[config.mk]
export PLATFORM = sky130hd
export DESIGN_NAME = pattern_loader
export DESIGN_NICKNAME = d
export VERILOG_FILES = /design/src/rtl/pattern_loader.sv
export SDC_FILE = /design/constraint.sdc
export NUM_CORES = 1
export LEC_CHECK = 0
export BUFFER_PORTS_ARGS = -buffer_cell sky130_fd_sc_hd__buf_2
export CAP_MARGIN = 0
export CORE_MARGIN = 2
export CORE_UTILIZATION = 48
export CTS_CLUSTER_DIAMETER = 150
export DETAILED_ROUTE_END_ITERATION = 12
export GPL_TIMING_DRIVEN = 0
export PLACE_DENSITY_LB_ADDON = 0.2
export SLEW_MARGIN = 5
export SYNTH_ARGS = -nofsm -noshare
export SYNTH_HDL_FRONTEND = slang
export SYNTH_SLANG_ARGS = --single-unit
[constraint.sdc]
create_clock -name clk -period 1.72 [get_ports clk]
set_clock_uncertainty 0.05 [all_clocks]
set_input_delay 0.258 -clock clk [delete_from_list [all_inputs] [get_ports clk]]
set_output_delay 0.258 -clock clk [all_outputs]
set_load 0.01 [all_outputs]
[src/rtl/pattern_loader.sv]
// Loader in front of the 32x8 pattern buffer: takes a 32-byte pattern on a
// valid/ready byte stream and writes it either by one-hot field writes or through the shift chain.
module pattern_loader #(
  parameter int buffer_width = 8,
  parameter int buffer_size  = 32
) (
  input  logic                    clk,
  input  logic                    rst_n,
  input  logic                    start,
  input  logic                    mode,
  input  logic [buffer_width-1:0] in_data,
  input  logic                    in_valid,
  output logic                    in_ready,
  output logic [buffer_width-1:0] rd_data,
  output logic                    rd_valid,
  output logic                    busy,
  output logic                    done,
  output logic                    ssel,
  output logic                    sin,
  input  logic                    sout,
  output logic [buffer_size-1:0]  fieldwp,
  output logic [buffer_width-1:0] field_in,
  output logic                    field_write,
  output logic [3:0]              dbg_state
);

  localparam int IDX_W = $clog2(buffer_size);
  localparam int BIT_W = $clog2(buffer_width);
  localparam logic [IDX_W-1:0] LAST_IDX = IDX_W'(buffer_size - 1);
  localparam logic [BIT_W-1:0] LAST_BIT = BIT_W'(buffer_width - 1);

  typedef enum logic [2:0] {
    IDLE   = 3'd0,
    PLOAD  = 3'd1,
    SLOAD  = 3'd2,
    SSHIFT = 3'd3,
    DONE   = 3'd4
  } state_e;

  state_e                  state_q, state_d;
  logic                    mode_q, mode_d;
  logic [IDX_W-1:0]        idx_q, idx_d;
  logic [BIT_W-1:0]        bit_q, bit_d;
  logic [buffer_width-1:0] shreg_q, shreg_d;
  logic [buffer_width-1:0] rx_q, rx_d;

  logic                    in_ready_q, in_ready_d;
  logic [buffer_width-1:0] rd_data_q, rd_data_d;
  logic                    rd_valid_q, rd_valid_d;
  logic                    busy_q, busy_d;
  logic                    done_q, done_d;
  logic                    ssel_q, ssel_d;
  logic                    sin_q, sin_d;
  logic [buffer_size-1:0]  fieldwp_q, fieldwp_d;
  logic [buffer_width-1:0] field_in_q, field_in_d;
  logic                    field_write_q, field_write_d;

  // Handshake: a byte transfers at a rising edge where in_valid and in_ready are
  // both high; in_ready is registered, so the host sees it a full cycle ahead.
  logic accept;
  assign accept = in_valid && in_ready_q;

  always_comb begin
    state_d       = state_q;
    mode_d        = mode_q;
    idx_d         = idx_q;
    bit_d         = bit_q;
    shreg_d       = shreg_q;
    rx_d          = rx_q;
    rd_data_d     = rd_data_q;
    rd_valid_d    = 1'b0;
    ssel_d        = 1'b0;
    sin_d         = 1'b0;
    fieldwp_d     = '0;
    field_in_d    = '0;
    field_write_d = 1'b0;

    case (state_q)
      IDLE: begin
        if (start) begin
          mode_d  = mode;
          idx_d   = '0;
          state_d = mode ? SLOAD : PLOAD;
        end
      end
      PLOAD: begin
        if (accept) begin
          field_write_d    = 1'b1;
          fieldwp_d[idx_q] = 1'b1;
          field_in_d       = in_data;
          idx_d            = idx_q + IDX_W'(1);
          if (idx_q == LAST_IDX) state_d = DONE;
        end
      end
      SLOAD: begin
        if (accept) begin
          ssel_d  = 1'b1;
          sin_d   = in_data[buffer_width-1];
          shreg_d = {in_data[buffer_width-2:0], 1'b0};
          bit_d   = '0;
          state_d = SSHIFT;
        end
      end
      SSHIFT: begin
        // sout is the chain's pre-shift tail bit, so old data arrives MSB first.
        rx_d  = {rx_q[buffer_width-2:0], sout};
        bit_d = bit_q + BIT_W'(1);
        if (bit_q == LAST_BIT) begin
          rd_data_d  = {rx_q[buffer_width-2:0], sout};
          rd_valid_d = 1'b1;
          idx_d      = idx_q + IDX_W'(1);
          state_d    = (idx_q == LAST_IDX) ? DONE : SLOAD;
        end else begin
          ssel_d  = 1'b1;
          sin_d   = shreg_q[buffer_width-1];
          shreg_d = {shreg_q[buffer_width-2:0], 1'b0};
        end
      end
      DONE: begin
        state_d = IDLE;
      end
      default: begin
        state_d = IDLE;
      end
    endcase

    busy_d     = (state_d == PLOAD) || (state_d == SLOAD) || (state_d == SSHIFT);
    in_ready_d = (state_d == PLOAD) || (state_d == SLOAD);
    done_d     = (state_d == DONE);
  end

  always_ff @(posedge clk or negedge rst_n) begin
    if (!rst_n) begin
      state_q       <= IDLE;
      mode_q        <= 1'b0;
      idx_q         <= '0;
      bit_q         <= '0;
      shreg_q       <= '0;
      rx_q          <= '0;
      in_ready_q    <= 1'b0;
      rd_data_q     <= '0;
      rd_valid_q    <= 1'b0;
      busy_q        <= 1'b0;
      done_q        <= 1'b0;
      ssel_q        <= 1'b0;
      sin_q         <= 1'b0;
      fieldwp_q     <= '0;
      field_in_q    <= '0;
      field_write_q <= 1'b0;
    end else begin
      state_q       <= state_d;
      mode_q        <= mode_d;
      idx_q         <= idx_d;
      bit_q         <= bit_d;
      shreg_q       <= shreg_d;
      rx_q          <= rx_d;
      in_ready_q    <= in_ready_d;
      rd_data_q     <= rd_data_d;
      rd_valid_q    <= rd_valid_d;
      busy_q        <= busy_d;
      done_q        <= done_d;
      ssel_q        <= ssel_d;
      sin_q         <= sin_d;
      fieldwp_q     <= fieldwp_d;
      field_in_q    <= field_in_d;
      field_write_q <= field_write_d;
    end
  end

  assign in_ready    = in_ready_q;
  assign rd_data     = rd_data_q;
  assign rd_valid    = rd_valid_q;
  assign busy        = busy_q;
  assign done        = done_q;
  assign ssel        = ssel_q;
  assign sin         = sin_q;
  assign fieldwp     = fieldwp_q;
  assign field_in    = field_in_q;
  assign field_write = field_write_q;
  assign dbg_state   = {mode_q, state_q};

endmodule

==> impl_metrics.csv <==
group,metric,value,unit
run_status,status,"finished, final reports clean",
floorplanning,die_width,84.65,um
worst_setup_path,crit_path_start_kind,"flop",
detailed_routing,num_vias,2101,
timing,slew_headroom,64.90,%
grt,grt_overflow,0,
detailed_routing,drt-initial-drc-count,99,
timing,rsz0062_at_grt,"yes",
grt,grt_pass1_vias,2100,
grt,grt_util_all_layers,18.02,%
worst_setup_path,cp-end-kind,"flop",
clock_network,path_clk_slew,80,ps
worst_setup_path,r2r-start,"idx_q[0]",
worst_setup_path,reg2regPathDepth,5,
timing,worst_pin_slew,525.2,ps
clock_network,cts_root_buffer,"clkbuf_8",
clock_network,clock_latency,340,ps
grt,grt_first_pass_wirelength,10180,um
worst_setup_path,endpoint,"in_ready",
floorplanning,start_util,49.45,%
floorplanning,io_pins,73,
worst_setup_path,path_max_fanout,7,
synthesis,synth_cell_types,40,
floorplanning,die_h,84.65,um
placement,routabilityCongestion,0.7650,
pwr,p_leak,2.012,nW
worst_setup_path,critPathBufInv,0,
pwr,peakVddDrop,960.4,uV
grt,grt_max_degree,66,
final_layout,drive_gt1_share,37.39,%
detailed_routing,wl_per_cell,14.68,um
detailed_routing,antenna_left,0,
synthesis,synthCells,252,
worst_setup_path,cp.depth,5,
floorplanning,core,0.006314,mm2
grt,antenna_found_initial,0,
placement,dp_hpwl,4089,um
timing,finalHoldViolations,0,
synthesis,synthFlopType,"dfrtp_1",
detailed_routing,drt_wl_total,6195,um
synthesis,synth_edf_count,0,
timing,drv_slew,0,
synthesis,synth_area,0.003122,mm2
timing,finalSetupViolations,0,
worst_setup_path,cp.required,1930,ps
clock_network,cts.sinks,81,
clock_network,cts_tree,"yes",
worst_setup_path,r2r_end,"in_ready",
synthesis,postSynth.asyncResetShare,100.0,%
final_layout,nets,361,
floorplanning,fp.dieArea,0.007165,mm2
detailed_routing,via_per_inst,4.979,
timing,period_minus_slack,1649,ps
synthesis,synth_seq_cells,81,
worst_setup_path,path_cells,"ha_2 -> and3_1 -> ha_1 -> a311o_1 -> a31oi_1",
synthesis,synth_nets,273,
worst_setup_path,crit_arrival,1860,ps
placement,port_buffers,72,
synthesis,yosysWarnings,0,
synthesis,ys_seq_area_share,64.93,%
timing,layout_setup_ws,70.77,ps
clock_network,htree_levels,3,
placement,pre_cts_ws,-48.26,ps
floorplanning,rows,29,
worst_setup_path,crit_slowest_cell,"dfrtp_2",
clock_network,cts_buffers,9,
placement,placed_cells,402,
timing,fmax,0.6063,GHz
worst_setup_path,critical_path_class,"reg2reg",
synthesis,synth.avg_cell_area,12.39,um2
worst_setup_path,startpoint,"idx_q[0]",
detailed_routing,drt-pass1-iter-count,5,
final_layout,stdcell_count,422,
timing,final.period_utilization,95.89,%
min_path,hold_class,"in2reg",
clock_network,clk_path_buf_depth,2,
final_layout,area_delta_synth_final,26.09,%
flow_run,max_cap_violations,0,
worst_setup_path,r2r_slack,70,ps
final_layout,fill_cells,540,
detailed_routing,drc,0,
worst_setup_path,cp_slowest_stage_delay,460,ps
final_layout,diodes,0,
pwr,power_density,1480,mW/mm2
worst_setup_path,cpLargestDelayFamily,"flip-flops",
## kinds of logic after synthesis
group                      synth area share, %
adders and majority gates                2.805
and+or+nand+nor                          16.19
DFF                                      64.93
buffers and inverters                    2.765
muxes                                    7.335
AOI/OAI and AO/OA                        5.972
## metal layers
layer  part of all wire (%)  vias to the layer above  global-route usage, %
li1                       -                     1019                      -
met1                     47                     1027                  25.07
met3                    4.5                        7                  4.720
met2                     48                       48                  27.42
met5                      0                        -                      0
met4                    1.2                        0                  6.782
## state kept, by name, indices dropped and copies added (netlist names)
register / flops
fieldwp: 32
field_in: 8
rd_data: 8
rx_q: 7
shreg_q: 7
idx_q: 5
bit_q: 3
state_q: 3
busy: 1
done: 1
field_write: 1
in_ready: 1
mode_q: 1
rd_valid: 1
sin: 1
ssel: 1
## how the worst min path moves through the flow
stage | startpoint | slack, ps | cells past startpoint | to
after detailed placement | rst_n | 100 | 1 | fieldwp[4]
after global routing | in_data[1] | 90 | 2 | field_in[1]
after floorplan | rst_n | -90 | 0 | bit_q[0]
after CTS | in_data[2] | 80 | 2 | field_in[2]
final | in_data[1] | 90 | 2 | field_in[1]
after global placement | in_data[7] | 430 | 3 | sin
## metrics by stage
step / cell area, um2 / util, % / setup TNS (ps) / total power [W] / hold WS (ps)
after floorplan: 3122 / - / 0 / 0.003610 / -87.59
after global placement: 3578 / 56.68 / -17800 / 0.004007 / 429.3
after detailed placement: 3608 / 57.15 / -236.7 / 0.004082 / 98.96
after CTS: 3882 / 61.49 / 0 / 0.005763 / 81.61
after global routing: 3936 / 62.35 / -9.656 / 0.006190 / 89.80
final: 3936 / 62.35 / 0 / 0.005826 / 93.08
## power breakdown
group	total (W)	leakage, nW	switching, W	internal, W
Sequential	0.00253	1.05	0.000240	0.00229
Clock	0.00166	0.120	0.000657	0.00100
Combinational	0.00164	0.842	0.000843	0.000797
Total	0.00583	2.01	0.00174	0.00409
## synthesized netlist by cell type, types with 2 or more instances
library cell / number / area, um2
and2_1: 9 / 56.30
a32oi_1: 2 / 17.52
buf_4: 3 / 22.52
mux2_2: 15 / 168.9
clkbuf_1: 3 / 11.26
o22ai_1: 2 / 12.51
nand2b_1: 4 / 25.02
mux2i_1: 6 / 60.06
a31o_1: 2 / 17.52
a21oi_1: 6 / 30.03
ha_1: 7 / 87.58
inv_1: 7 / 26.28
buf_2: 3 / 15.01
nand3_1: 4 / 20.02
nand2_1: 19 / 71.32
nor2_1: 42 / 157.7
and3_1: 3 / 18.77
dfrtp_1: 81 / 2027
nand3b_1: 6 / 45.04
or3b_2: 2 / 17.52
o21ai_0: 7 / 35.03
## placed cells by master (no fill, tap or decap), types with 2 or more instances in the layout
master / count
dfrtp_1: 80
buf_2: 72
nor2_1: 42
nand2_1: 19
mux2_2: 15
clkbuf_8: 10
and2_1: 9
inv_1: 7
o21ai_0: 7
nand3b_1: 6
mux2i_1: 6
a21oi_1: 6
buf_6: 4
nand2b_1: 4
buf_4: 4
nand3_1: 4
ha_1: 4
and3_1: 3
bufinv_16: 3
clkbuf_2: 2
clkbuf_1: 2
or3b_2: 2
a32oi_1: 2
o22ai_1: 2
a31o_1: 2
ha_2: 2
## cell type report
type	count	area, um2	share of cell area [%]
clock buffer	11	141.4	3.592
sequential	81	2028	51.53
timing repair buffer	77	430.4	10.93
multi-input combinational	154	1036	26.32
clock inverter	5	102.6	2.606
tap	77	96.34	2.448
buffer	10	75.07	1.907
inverter	7	26.28	0.6675
## repair_timing
action                                 CTS  global route
pin swaps                                0             1
setup buffers                            0             2
hold buffers                             1             0
endpoints found under the hold margin   16             0
resized for setup                        3            13
cloned                                   1             0
setup endpoints to repair               13            21
No activity file was read; power rests on OpenSTA's default activity.
